**src/rtl/idec_pkg.sv**
```systemverilog
// Shared types and defaults for the pipelined instruction decoder.
//   - idec_state_t  : word-assembly state (expecting word 1 / word 2)
//   - idec_fields_t : opcode and register selects of an instruction word,
//                     MSB first (op, dest, s1, s2)
//   - is_two_word() : opcode MSB set and opcode not illegal
package idec_pkg;

  localparam int IDEC_OP_W       = 4;
  localparam int IDEC_REG_ADDR_W = 4;
  localparam int IDEC_WORD_W     = IDEC_OP_W + 3 * IDEC_REG_ADDR_W;

  typedef enum logic {
    IDEC_W1 = 1'b0,
    IDEC_W2 = 1'b1
  } idec_state_t;

  typedef struct packed {
    logic [IDEC_OP_W-1:0]       op;
    logic [IDEC_REG_ADDR_W-1:0] dest;
    logic [IDEC_REG_ADDR_W-1:0] s1;
    logic [IDEC_REG_ADDR_W-1:0] s2;
  } idec_fields_t;

  // Illegal opcodes are always single-word, even with the MSB set.
  function automatic logic is_two_word(
    input logic [IDEC_OP_W-1:0]      op,
    input logic [2**IDEC_OP_W-1:0]   illegal_mask
  );
    return op[IDEC_OP_W-1] && !illegal_mask[op];
  endfunction

endpackage

```
**src/rtl/idec_field_decode.sv**
```systemverilog
// Combinational split of one instruction word into its fields.
// Ports:
//   i_word       in   instruction word
//   o_fields     out  op/dest/s1/s2
//   o_illegal    out  opcode flagged in ILLEGAL_MASK
//   o_two_word   out  word is the first half of an immediate-carrying instr
module idec_field_decode
  import idec_pkg::*;
#(
  parameter int                       OP_W         = IDEC_OP_W,
  parameter int                       WORD_W       = IDEC_WORD_W,
  parameter logic [(1<<OP_W)-1:0]     ILLEGAL_MASK = 16'h8080
) (
  input  logic [WORD_W-1:0] i_word,
  output idec_fields_t      o_fields,
  output logic              o_illegal,
  output logic              o_two_word
);

  assign o_fields   = i_word;
  assign o_illegal  = ILLEGAL_MASK[o_fields.op];
  assign o_two_word = is_two_word(o_fields.op, ILLEGAL_MASK);

endmodule

```
**src/rtl/instruction_decoder_pipe.sv**
```systemverilog
// Pipelined instruction decoder: assembles one- or two-word instructions from
// a valid/ready word stream and presents the decode in a registered output
// stage with its own valid/ready handshake.
// Optional feature: define IDEC_ERR_CNT_EN to add o_err_cnt, a saturating
// count of transferred illegal-opcode results (not cleared by flush).
// Ports:
//   i_clk, i_rst_n (async, active low), i_flush (sync, drops state + output)
//   i_ir/i_valid/o_ready         : word input handshake
//   o_valid/i_ready              : decoded output handshake
//   o_op/o_dest/o_s1/o_s2/o_imm  : decoded fields, o_imm=0 for one-word
//   o_two_word, o_err            : immediate present / illegal opcode
//   o_err_cnt                    : (IDEC_ERR_CNT_EN only) error count
module instruction_decoder_pipe
  import idec_pkg::*;
#(
  parameter int                       WORD_W       = 16,
  parameter int                       OP_W         = 4,
  parameter int                       REG_ADDR_W   = 4,
  parameter logic [(1<<OP_W)-1:0]     ILLEGAL_MASK = 16'h8080
) (
  input  logic                  i_clk,
  input  logic                  i_rst_n,
  input  logic                  i_flush,
  input  logic [WORD_W-1:0]     i_ir,
  input  logic                  i_valid,
  output logic                  o_ready,
  output logic                  o_valid,
  input  logic                  i_ready,
  output logic [OP_W-1:0]       o_op,
  output logic [REG_ADDR_W-1:0] o_dest,
  output logic [REG_ADDR_W-1:0] o_s1,
  output logic [REG_ADDR_W-1:0] o_s2,
  output logic [WORD_W-1:0]     o_imm,
  output logic                  o_two_word,
  output logic                  o_err
`ifdef IDEC_ERR_CNT_EN
  ,
  output logic [7:0]            o_err_cnt
`endif
);

  // The field struct is sized by the package defaults.
  generate
    if (WORD_W != OP_W + 3 * REG_ADDR_W || OP_W != IDEC_OP_W ||
        REG_ADDR_W != IDEC_REG_ADDR_W) begin : g_bad_params
      $error("instruction_decoder_pipe: inconsistent field widths");
    end
  endgenerate

  idec_state_t  r_state;
  idec_fields_t r_w1;       // latched word 1 of a two-word instruction
  idec_fields_t w_cur;
  logic         w_illegal;
  logic         w_two;
  logic         w_accept;
  logic         w_complete;
  logic         w_xfer;

  idec_field_decode #(
    .OP_W         (OP_W),
    .WORD_W       (WORD_W),
    .ILLEGAL_MASK (ILLEGAL_MASK)
  ) u_dec (
    .i_word     (i_ir),
    .o_fields   (w_cur),
    .o_illegal  (w_illegal),
    .o_two_word (w_two)
  );

  assign o_ready    = !o_valid || i_ready;
  assign w_accept   = i_valid && o_ready;
  assign w_xfer     = o_valid && i_ready;
  assign w_complete = w_accept && (r_state == IDEC_W2 || !w_two);

  always_ff @(posedge i_clk or negedge i_rst_n) begin
    if (!i_rst_n) begin
      r_state    <= IDEC_W1;
      r_w1       <= '0;
      o_valid    <= 1'b0;
      o_op       <= '0;
      o_dest     <= '0;
      o_s1       <= '0;
      o_s2       <= '0;
      o_imm      <= '0;
      o_two_word <= 1'b0;
      o_err      <= 1'b0;
    end else if (i_flush) begin
      // Flush beats any accept/completion this cycle; data regs just hold.
      r_state <= IDEC_W1;
      r_w1    <= '0;
      o_valid <= 1'b0;
    end else begin
      if (w_complete) begin
        o_valid <= 1'b1;
        if (r_state == IDEC_W2) begin
          o_op       <= r_w1.op;
          o_dest     <= r_w1.dest;
          o_s1       <= r_w1.s1;
          o_s2       <= r_w1.s2;
          o_imm      <= i_ir;
          o_two_word <= 1'b1;
          o_err      <= 1'b0;
        end else if (w_illegal) begin
          o_op       <= w_cur.op;
          o_dest     <= '0;
          o_s1       <= '0;
          o_s2       <= '0;
          o_imm      <= '0;
          o_two_word <= 1'b0;
          o_err      <= 1'b1;
        end else begin
          o_op       <= w_cur.op;
          o_dest     <= w_cur.dest;
          o_s1       <= w_cur.s1;
          o_s2       <= w_cur.s2;
          o_imm      <= '0;
          o_two_word <= 1'b0;
          o_err      <= 1'b0;
        end
      end else if (w_xfer) begin
        o_valid <= 1'b0;
      end

      if (w_accept) begin
        if (r_state == IDEC_W2) begin
          r_state <= IDEC_W1;
        end else if (w_two) begin
          r_state <= IDEC_W2;
          r_w1    <= w_cur;
        end
      end
    end
  end

`ifdef IDEC_ERR_CNT_EN
  // Counts on transfer, so a flushed-away result was still seen downstream
  // if it transferred in the flush cycle.
  always_ff @(posedge i_clk or negedge i_rst_n) begin
    if (!i_rst_n) begin
      o_err_cnt <= 8'h00;
    end else if (w_xfer && o_err && o_err_cnt != 8'hFF) begin
      o_err_cnt <= o_err_cnt + 8'h01;
    end
  end
`endif

endmodule

```
**config.mk**
```make
export PLATFORM = sky130hd
export DESIGN_NAME = instruction_decoder_pipe
export DESIGN_NICKNAME = d
export VERILOG_FILES = /design/src/rtl/idec_pkg.sv /design/src/rtl/idec_field_decode.sv /design/src/rtl/instruction_decoder_pipe.sv
export SDC_FILE = /design/constraint.sdc
export NUM_CORES = 1
export LEC_CHECK = 0
export CAP_MARGIN = 20
export CELL_PAD_IN_SITES_DETAIL_PLACEMENT = 1
export CELL_PAD_IN_SITES_GLOBAL_PLACEMENT = 1
export CORE_ASPECT_RATIO = 0.75
export CORE_UTILIZATION = 27
export DETAILED_ROUTE_END_ITERATION = 10
export GPL_ROUTABILITY_DRIVEN = 0
export HOLD_SLACK_MARGIN = 0.08
export PLACE_DENSITY = 0.7
export SYNTH_ARGS = -nofsm -noshare
export SYNTH_HDL_FRONTEND = slang
export SYNTH_SLANG_ARGS = --single-unit
```
**constraint.sdc**
```tcl
create_clock -name i_clk -period 1.6 [get_ports i_clk]
set_clock_uncertainty 0.05 [all_clocks]
set_input_delay 0.16 -clock i_clk [delete_from_list [all_inputs] [get_ports i_clk]]
set_output_delay 0.16 -clock i_clk [all_outputs]
set_load 0.02 [all_outputs]
```
==> qor.csv, run 1 <==
metric,value,unit
status,finished with violations,
violated checks,setup timing,
number of synthesis warnings,0,
largest net degree at the start of global routing,26,
RSZ-0062 raised after global routing,yes,
Placed Area,3381,µm²
std cell rows,29,
number of synthesized flops with an enable pin,0,
CP bufs+invs,3,
area fraction of the dominant cell type after synthesis,52.55,%
worst hold path stage count,3,
total core area,8672,µm²
Antenna Nets Post-Route,0,
mean number of vias per cell,4.747,
Post-Syn Instances,221,
DR vias,1970,
"Req. time, crit path",1.72,ns
syn_area_per_cell,11.20,µm²
worst hold path class,in2reg,
CP Depth,6,
CTS buffer count,5,
Final Max Tran Viols,0,
CP Class,reg2reg,
Yosys cell types,35,
sequential area share after synthesis,52.55,%
fill count,946,
I/O Buffers,56,
Routed wire per std cell,16.45,µm
Slew headroom,69.89,%
Most used DFF post-synth,dfrtp_1,
crit-path leading delay family,buffers and inverters,
maximum VDD drop,0.0005354,V
clk_lat worst skew,0.29,ns
FMAX,607.7,MHz
TritonCTS clock tree,yes,
Post-synth ARST share,100.0,%
r2r startpoint,r_state$_DFFE_PN0P_,
initial antenna violation count,0,
most frequent CP cell,buf_6,
LEAKAGE,1.634,nW
Synth Register Bits,52,
H-tree levels,2,
dpl hpwl,4738,µm
DR DRC count,0,
GRT overflow,0,
CP max FO,6,
most frequent cells in the layout,"dfrtp_1 (52), clkdlybuf4s50_1 (49), mux2i_1 (26)",
Clock Tree Buf Depth,2,
synth-to-layout area growth,51.04,%
Synthesized Nets,242,
IO Count,57,
Critical Path End Type,register,
top cell type by total area after synthesis,dfrtp_1,
Final nets,327,
root buf cell,clkbuf_16,
clk sinks,52,
vias in the first global route,2148,
crit path cell chain,nor2b_4 -> a2111oi_4 -> buf_6 -> buf_6 -> buf_16 -> mux2_4,
Final WS setup,-0.04565,ns
"Setup violations, final",5,
Die Height,84.94,µm
max_cap viols,0,
worst setup path end,o_s1[1]$_DFFE_PN0P_,
Tot GR Track Use,15.03,%
Worst setup startpoint,r_state$_DFFE_PN0P_,
initial DRC count,51,
die width,112.6,µm
Hold Fails Final Rpt,0,
fin area,3740,µm²
Worst R2R End,o_s1[1]$_DFFE_PN0P_,
cell area power density,1017,nW/µm²
"Cell Area, Synth",2476,µm²
final worst-path cycle share,102.9,%
"most common cell after layout, fill and taps aside",dfrtp_1,
Worst-path clk slew,0.07,ns
share of cells above drive strength 1,21.50,%
Diodes inserted,0,
measured slew at the worst slew-check pin,0.4517,ns
Reg2Reg Setup Slack,-0.05,ns
CP startpoint kind,register,
crit-path max cell delay,0.39,ns
arrival time worst endpoint,1.77,ns
Place WS,-0.4372,ns
Register-to-Register Path Depth,6,
final core utilization,43.13,%
Synth area leaders,"dfrtp_1 (53%), mux2i_1 (11%), nand2b_1 (6.1%), mux2_2 (5.0%), a22o_1 (4.2%)",
post-layout min period,1.646,ns
initial core utilization,28.55,%
Critical-path top delay cell,dfrtp_1,
first-pass GRT wire length,11240,µm
Die Footprint,9562,µm²
DR pass1 iterations,4,
Detailed Route WL,6827,µm
worst min-delay path by stage:
stage	startpoint	end	slack [ns]
after global placement	i_rst_n	o_op[1]$_DFFE_PN0P_	0.08
after CTS	i_rst_n	o_op[1]$_DFFE_PN0P_	0.31
after detailed placement	i_rst_n	o_op[1]$_DFFE_PN0P_	0.08
final	i_ir[15]	o_imm[15]$_DFFE_PN0P_	0.22
after global routing	i_ir[15]	o_imm[15]$_DFFE_PN0P_	0.24
after floorplan	i_rst_n	o_dest[0]$_DFFE_PN0P_	-0.19
repair_timing:
item,4_1_cts,5_1_grt
hold endpoints to repair,16,0
hold buffers,1,0
pin swaps,2,0
gates resized for setup,11,24
gates cloned,2,1
buffers inserted,2,5
setup endpoints to repair,42,30
layer usage:
metal	track usage, %	up-vias	share of wire (%)
met3	3.357	7	3.0
met4	3.394	0	0.86
met5	0	-	0
met2	24.69	37	48
met1	20.31	998	49
li1	-	928	-
cell families (layout without fill, tap and decap cells):
kind of cell | Yosys count | after routing | synth area share (%)
AOI/OAI and AO/OA | 32 | 32 | 10.86
buffers and inverters | 38 | 124 | 6.518
DFF | 52 | 52 | 52.55
muxes | 42 | 42 | 17.74
and+or+nand+nor | 57 | 57 | 12.33
synthesized netlist by cell type, types with 2 or more instances:
master,n
mux2_1,4
nand2_1,22
a41oi_1,3
o21bai_1,2
and3_1,2
dfrtp_1,52
nor2b_1,2
nand2b_1,24
a22o_1,12
mux2_2,11
mux2i_1,27
a21oi_1,2
o21ai_0,4
inv_1,20
buf_2,2
buf_4,2
clkbuf_1,9
inv_2,2
a211oi_1,3
worst min-delay path, stage by stage:
cell and delay [ns]:
dlymetal6s2s_1 0.12, buf_4 0.12, a221o_1 0.12
power breakdown:
group	switching (mW)	internal, mW
registers	0.109	1.49
logic	0.512	0.615
clock network	0.455	0.625
total	1.08	2.73
cell type report:
class | instances | area [µm²] | area share [%]
clock buffers | 8 | 146.4 | 3.914
inverters | 22 | 82.58 | 2.208
well taps | 108 | 135.1 | 3.613
multi-input cells | 131 | 1087 | 29.07
repair buffers | 94 | 987.2 | 26.40
flip-flops and latches | 52 | 1301 | 34.79
flip-flops by register name, indices dropped and copies added, names as in the netlist, 4 cells and up:
name    count
o_s1        4
o_dest      4
o_s2        4
o_op        4
r_w1       16
o_imm      16
metrics by stage:
step                hold slack, ns  setup TNS [ns]  total power, mW  std cells
floorplan                  -0.1856          -3.838            2.110        221
global placement           0.08377          -15.29            2.647        398
detailed placement         0.08412          -16.94            2.674        398
CTS                         0.3136          -1.277            3.802        411
global route                0.2369         -0.6165            3.977        415
finish                      0.2174         -0.2103            3.804        415
(Power assumes the default switching activity.)
==> run 2, diff against run 1 <==
--- a/config.mk
+++ b/config.mk
@@ -9,11 +9,11 @@
 export CELL_PAD_IN_SITES_DETAIL_PLACEMENT = 1
 export CELL_PAD_IN_SITES_GLOBAL_PLACEMENT = 1
 export CORE_ASPECT_RATIO = 0.75
-export CORE_UTILIZATION = 27
+export CORE_UTILIZATION = 35
 export DETAILED_ROUTE_END_ITERATION = 10
 export GPL_ROUTABILITY_DRIVEN = 0
 export HOLD_SLACK_MARGIN = 0.08
-export PLACE_DENSITY = 0.7
+export PLACE_DENSITY = 0.85
 export SYNTH_ARGS = -nofsm -noshare
 export SYNTH_HDL_FRONTEND = slang
 export SYNTH_SLANG_ARGS = --single-unit
==> run 2 against run 1 <==
  * Via count shrank 1.1%
  * Power decreased by 4.1%
  * Die area fell by 22%
  * Flip-flop and latch count stayed put
  * Largest cell class unchanged
  * Non-clock buffer count is 4 lower
  * Clock power down 15%
  * Largest power group unchanged
  * The run still ends with setup timing left
  * Wire length grew 4.0%
  * Worst hold slack better by 0.051 ns
==> qor.csv, run 2 (synthesized netlist as in run 1, its figures left out) <==
metric,value,unit,change
status,finished with violations,,
violated checks,setup timing,,
worst hold path class,in2async,,
Worst-path clk slew,0.10,ns,+0.03 ns
maximum VDD drop,0.0004146,V,-23%
Final Max Tran Viols,0,,unchanged
CP max FO,6,,unchanged
first-pass GRT wire length,10540,µm,-6.2%
initial antenna violation count,0,,unchanged
crit path cell chain,nor2b_4 -> a2111oi_4 -> buf_6 -> clkbuf_16 -> mux2_4,,
synth-to-layout area growth,46.13,%,
Diodes inserted,0,,unchanged
Tot GR Track Use,18.42,%,+3.4 points
clk_lat worst skew,0.30,ns,about the same
Slew headroom,73.45,%,+3.6 points
Die Footprint,7418,µm²,-22%
clk sinks,52,,unchanged
DR pass1 iterations,4,,unchanged
crit-path leading delay family,flip-flops,,
max_cap viols,0,,unchanged
initial core utilization,36.25,%,+7.7 points
cell area power density,1008,nW/µm²,-0.88%
CP bufs+invs,2,,-1
Antenna Nets Post-Route,0,,unchanged
CTS buffer count,5,,unchanged
LEAKAGE,1.598,nW,-2.2%
final worst-path cycle share,101.4,%,-1.4 points
arrival time worst endpoint,1.76,ns,about the same
Clock Tree Buf Depth,2,,unchanged
Final nets,323,,-1.2%
share of cells above drive strength 1,22.11,%,+0.61 points
I/O Buffers,56,,unchanged
root buf cell,clkbuf_8,,
crit-path max cell delay,0.41,ns,+0.02 ns
largest net degree at the start of global routing,38,,+46%
CP Class,reg2reg,,
top flop regs,"o_imm: 16 flops, r_w1: 16 flops",,
most frequent cells in the layout,"dfrtp_1 (52), clkdlybuf4s50_1 (51), mux2i_1 (26)",,
measured slew at the worst slew-check pin,0.3983,ns,-0.05335 ns
Critical Path End Type,register,,
Final WS setup,-0.02248,ns,+0.02317 ns
CP startpoint kind,register,,
vias in the first global route,2138,,-0.47%
"most common cell after layout, fill and taps aside",dfrtp_1,,
dpl hpwl,4457,µm,-5.9%
IO Count,57,,unchanged
Hold Fails Final Rpt,0,,unchanged
std cell rows,26,,-10%
post-layout min period,1.622,ns,-0.02317 ns
initial DRC count,86,,+69%
Critical-path top delay cell,dfrtp_1,,
RSZ-0062 raised after global routing,yes,,
Routed wire per std cell,18.35,µm,+12%
total core area,6832,µm²,-21%
Detailed Route WL,7102,µm,+4.0%
TritonCTS clock tree,yes,,
"Setup violations, final",9,,+4
Die Height,74.84,µm,-12%
"Req. time, crit path",1.74,ns,+0.02 ns
mean number of vias per cell,5.036,,+6.1%
DR DRC count,0,,unchanged
H-tree levels,2,,unchanged
GRT overflow,0,,unchanged
FMAX,616.3,MHz,+1.4%
setup_tns,-0.09320,ns,+0.1170 ns
die width,99.12,µm,-12%
final total power,3.648,mW,-4.1%
DR vias,1949,,-1.1%
## run 2: worst paths after layout
| path | from | endpoint | slack (ns) | cells past startpoint |
|---|---|---|---|---|
| min | i_rst_n | o_imm[8]$_DFFE_PN0P_ | 0.27 | 2 |
| min in group i_clk | i_ir[14] | o_imm[14]$_DFFE_PN0P_ | 0.27 | 4 |
| max reg2reg | r_state$_DFFE_PN0P_ | o_op[0]$_DFFE_PN0P_ | -0.02 | 5 |
| max in group asynchronous | i_rst_n | o_op[2]$_DFFE_PN0P_ | 0.70 | 3 |
| min reg2reg | o_op[1]$_DFFE_PN0P_ | o_op[1]$_DFFE_PN0P_ | 0.46 | 1 |
| max | r_state$_DFFE_PN0P_ | o_op[0]$_DFFE_PN0P_ | -0.02 | 5 |
## run 2: layout make-up
class,count,area [µm²]
Clock buffer,5,68.82
Clock inverter,3,42.54
Fill cell,737,3213
Inverter,22,82.58
Multi-Input combinational cell,131,1107
Sequential cell,52,1301
Tap cell,84,105.1
Timing Repair Buffer,90,910.9
## run 2: metrics by stage
stage               hold WS [ns]  instances  worst slack [ns]  area, µm²  utilization, %
global route              0.2809        387          -0.03956       3618           52.97
detailed placement       0.05964        373           -0.3773       3324           48.66
finish                    0.2688        387          -0.02248       3618           52.97
global placement         0.05206        373           -0.3410       3324           48.66
CTS                       0.2921        382          -0.02644       3460           50.64
floorplan                -0.1856        221           -0.1803       2507               -
## run 2: repair_timing
| action | 4_1_cts | 5_1_grt |
|---|---|---|
| setup endpoints to repair | 36 | 30 |
| hold buffers | 1 | 0 |
| pin swaps | 0 | 2 |
| setup buffers | 0 | 2 |
| cloned | 0 | 3 |
| gates resized for setup | 5 | 22 |
| hold endpoints to repair | 15 | 0 |
## run 2: routing by layer
metal / global-route usage (%) / vias to the layer above / routed length (µm)
met4: 4.739 / 0 / 19
met2: 31.86 / 47 / 3476
li1: - / 908 / -
met5: 0 / - / 0
met1: 24.53 / 990 / 3376
met3: 3.250 / 4 / 230
## run 2: power by group
group | leakage (nW) | total, mW | internal (mW) | switching [mW]
combinational | 0.862 | 1.13 | 0.612 | 0.521
sequential | 0.682 | 1.60 | 1.49 | 0.113
clock | 0.0541 | 0.916 | 0.464 | 0.453
==> variant: new RTL, settings of run 1 <==
Add a define of `IDEC_ERR_CNT_EN`.
--- a/src/rtl/instruction_decoder_pipe.sv
+++ b/src/rtl/instruction_decoder_pipe.sv
@@ -11,4 +11,6 @@
 //   o_two_word, o_err            : immediate present / illegal opcode
 //   o_err_cnt                    : (IDEC_ERR_CNT_EN only) error count
+`define IDEC_ERR_CNT_EN
+
 module instruction_decoder_pipe
   import idec_pkg::*;
Behaviour (old outputs only; new: o_err_cnt): unchanged (Yosys induction, for registers that start in step).
==> variant against run 1 <==
The run now ends clean; clock power rose by 56%; sequential cell count is 8 higher; worst hold slack improved by 0.020 ns; area after synthesis grew 13%; setup slack gained 0.090 ns; first-iteration DRC count grew 100%; wire length increased by 17%; total power rose by 26%; design area is 7.0% higher; critical endpoint is now o_imm[15]; largest cell class unchanged; highest routed layer unchanged.
==> variant: results (changes against run 1) <==
[setup_path]
critPathMaxStageDelay_ns = 0.63  ; +0.24 ns
reg2reg_slack_ns = 0.05  ; +0.10 ns
r2r-start = o_valid
critPathMaxFanout = 3  ; -3
reg2reg_depth = 5  ; -1
r2r-end = o_imm[1]
critical-path-slowest-cell = clkdlybuf4s50_1

[clock_network]
cts_buffers = 9  ; +4
path_clk_slew_ns = 0.05  ; -0.02 ns
clkLatencyLatePin_ns = 0.33  ; +0.04 ns
cts_setup_buffers = 0  ; -2

[grt]
track_usage_pct = 16.4  ; +1.3 points
grt_pass1_vias = 2428  ; +13%
grt_pass1_wl_um = 13400  ; +19%
grt_max_degree = 34  ; +31%

[synthesis]
yosys-top-cells-area = dfrtp_1 (54%), nand2_1 (6.4%), mux2i_1 (5.7%)
ys_types = 41  ; +17%
synth_commonest_cells = dfrtp_1 (60), nand2_1 (48), mux2i_1 (16)
synth_nets = 271  ; +12%
ys_seq_area_share_pct = 53.6  ; +1.0 points
syn_area_per_cell_um2 = 11.3  ; +0.42%

[placed_design]
dpl-instance-area_um2 = 3720  ; +10%
placedCellCount = 457  ; +15%
pre_cts_ws_ns = -0.225  ; +0.212 ns
port-buffer-count = 64  ; +14%
hpwl_um = 5510  ; +16%

[routing]
viasPerCell = 4.86  ; +2.4%
vias = 2290  ; +16%
finalWirelength_um = 8000  ; +17%
drt_iter0_drc = 104  ; +100%

[layout]
fill_cells = 1116  ; +18%
nets = 359  ; +9.8%
drive_gt1_share_pct = 22.4  ; +0.92 points
reg.largest.list = o_imm (16), r_w1 (16), o_err_cnt (8)

[pwr]
cellLeakagePower_nw = 1.76  ; +7.7%
irDropWorstVdd_mv = 0.482  ; -9.9%
swShare_pct = 29.2  ; +0.89 points

[min_path]
hp-class = in -> async

[outcome]
outcome = finished clean

[sta]
relSlewSlack_pct = 74.3  ; +4.4 points

[variant: cell types whose count changed in the layout (fill, tap and decap cells not counted), sizes merged, moves of 8 or more]
cell | run 1 | this run
a32oi | 0 | 12
nand2b | 24 | 0
dfrtp | 52 | 60
buf | 37 | 28
o21ai | 4 | 14
mux2i | 27 | 16
nand2 | 22 | 48
[variant: per-stage QoR]
step                      util, %  setup TNS [ns]  hold WS (ns)
final                        40.6               0         0.238
after global routing         40.6        -0.00335         0.279
after CTS                    40.3               0         0.239
after detailed placement     37.7           -8.46        0.0575
after global placement       37.7           -6.94        0.0527
after floorplan                 -               0        -0.186
[variant: repair_timing]
item                                   in CTS  in global routing
endpoints found under the hold margin      46                  0
setup endpoints to repair                   7                 16
hold buffers                                1                  0
resized for setup                           7                  9
pin swaps                                   0                  2
[variant: worst max-delay path by stage]
stage	slack [ns]	cells after the start	to	startpoint
final	0.04	1	o_imm[15]	o_imm[15]
after detailed placement	-0.23	5	r_w1[11]	i_valid
after global routing	-0.003	4	o_err_cnt[1]	o_err_cnt[1]
after global placement	-0.16	5	r_w1[12]	i_valid
after CTS	0.007	1	o_err_cnt[1]	o_err_cnt[1]
after floorplan	0.02	6	o_imm[10]	o_valid
[variant: kinds of logic (layout without fill, tap and decap cells)]
logic type,count (synthesis),after routing,share of synthesized area [%]
XOR/XNOR,4,4,1.25
flip-flops,60,60,53.6
AND/OR/NAND/NOR,68,68,11.3
buffers and inverters,33,123,6.70
adder cells (fa/ha/maj),1,1,0.447
multiplexers,25,25,9.33
AO/OA/AOI/OAI,58,58,17.4
[variant: power groups by stage]
stage	registers, mW	clock network [mW]	logic, mW
final	1.87	1.68	1.24
after global placement	1.88	0	1.24
after floorplan	2.10	0	0.374
after global routing	1.90	1.83	1.34
after CTS	1.86	1.74	1.25
after detailed placement	1.89	0	1.26
[variant: layer usage]
layer  track usage (%)  vias up  part of all wire (%)
met5                 0        -                     0
met4              4.38        0                  0.84
met3              5.77        8                   4.8
met2              24.3       50                    46
met1              22.4     1162                    49
li1                  -     1070                     -
[variant: cell type report]
type | instances | area share (%)
Multi-Input combinational cell | 156 | 28.3
Sequential cell | 60 | 37.6
Timing Repair Buffer | 92 | 21.9
Clock buffer | 13 | 6.25
Tap cell | 132 | 4.13
Inverter | 18 | 1.75
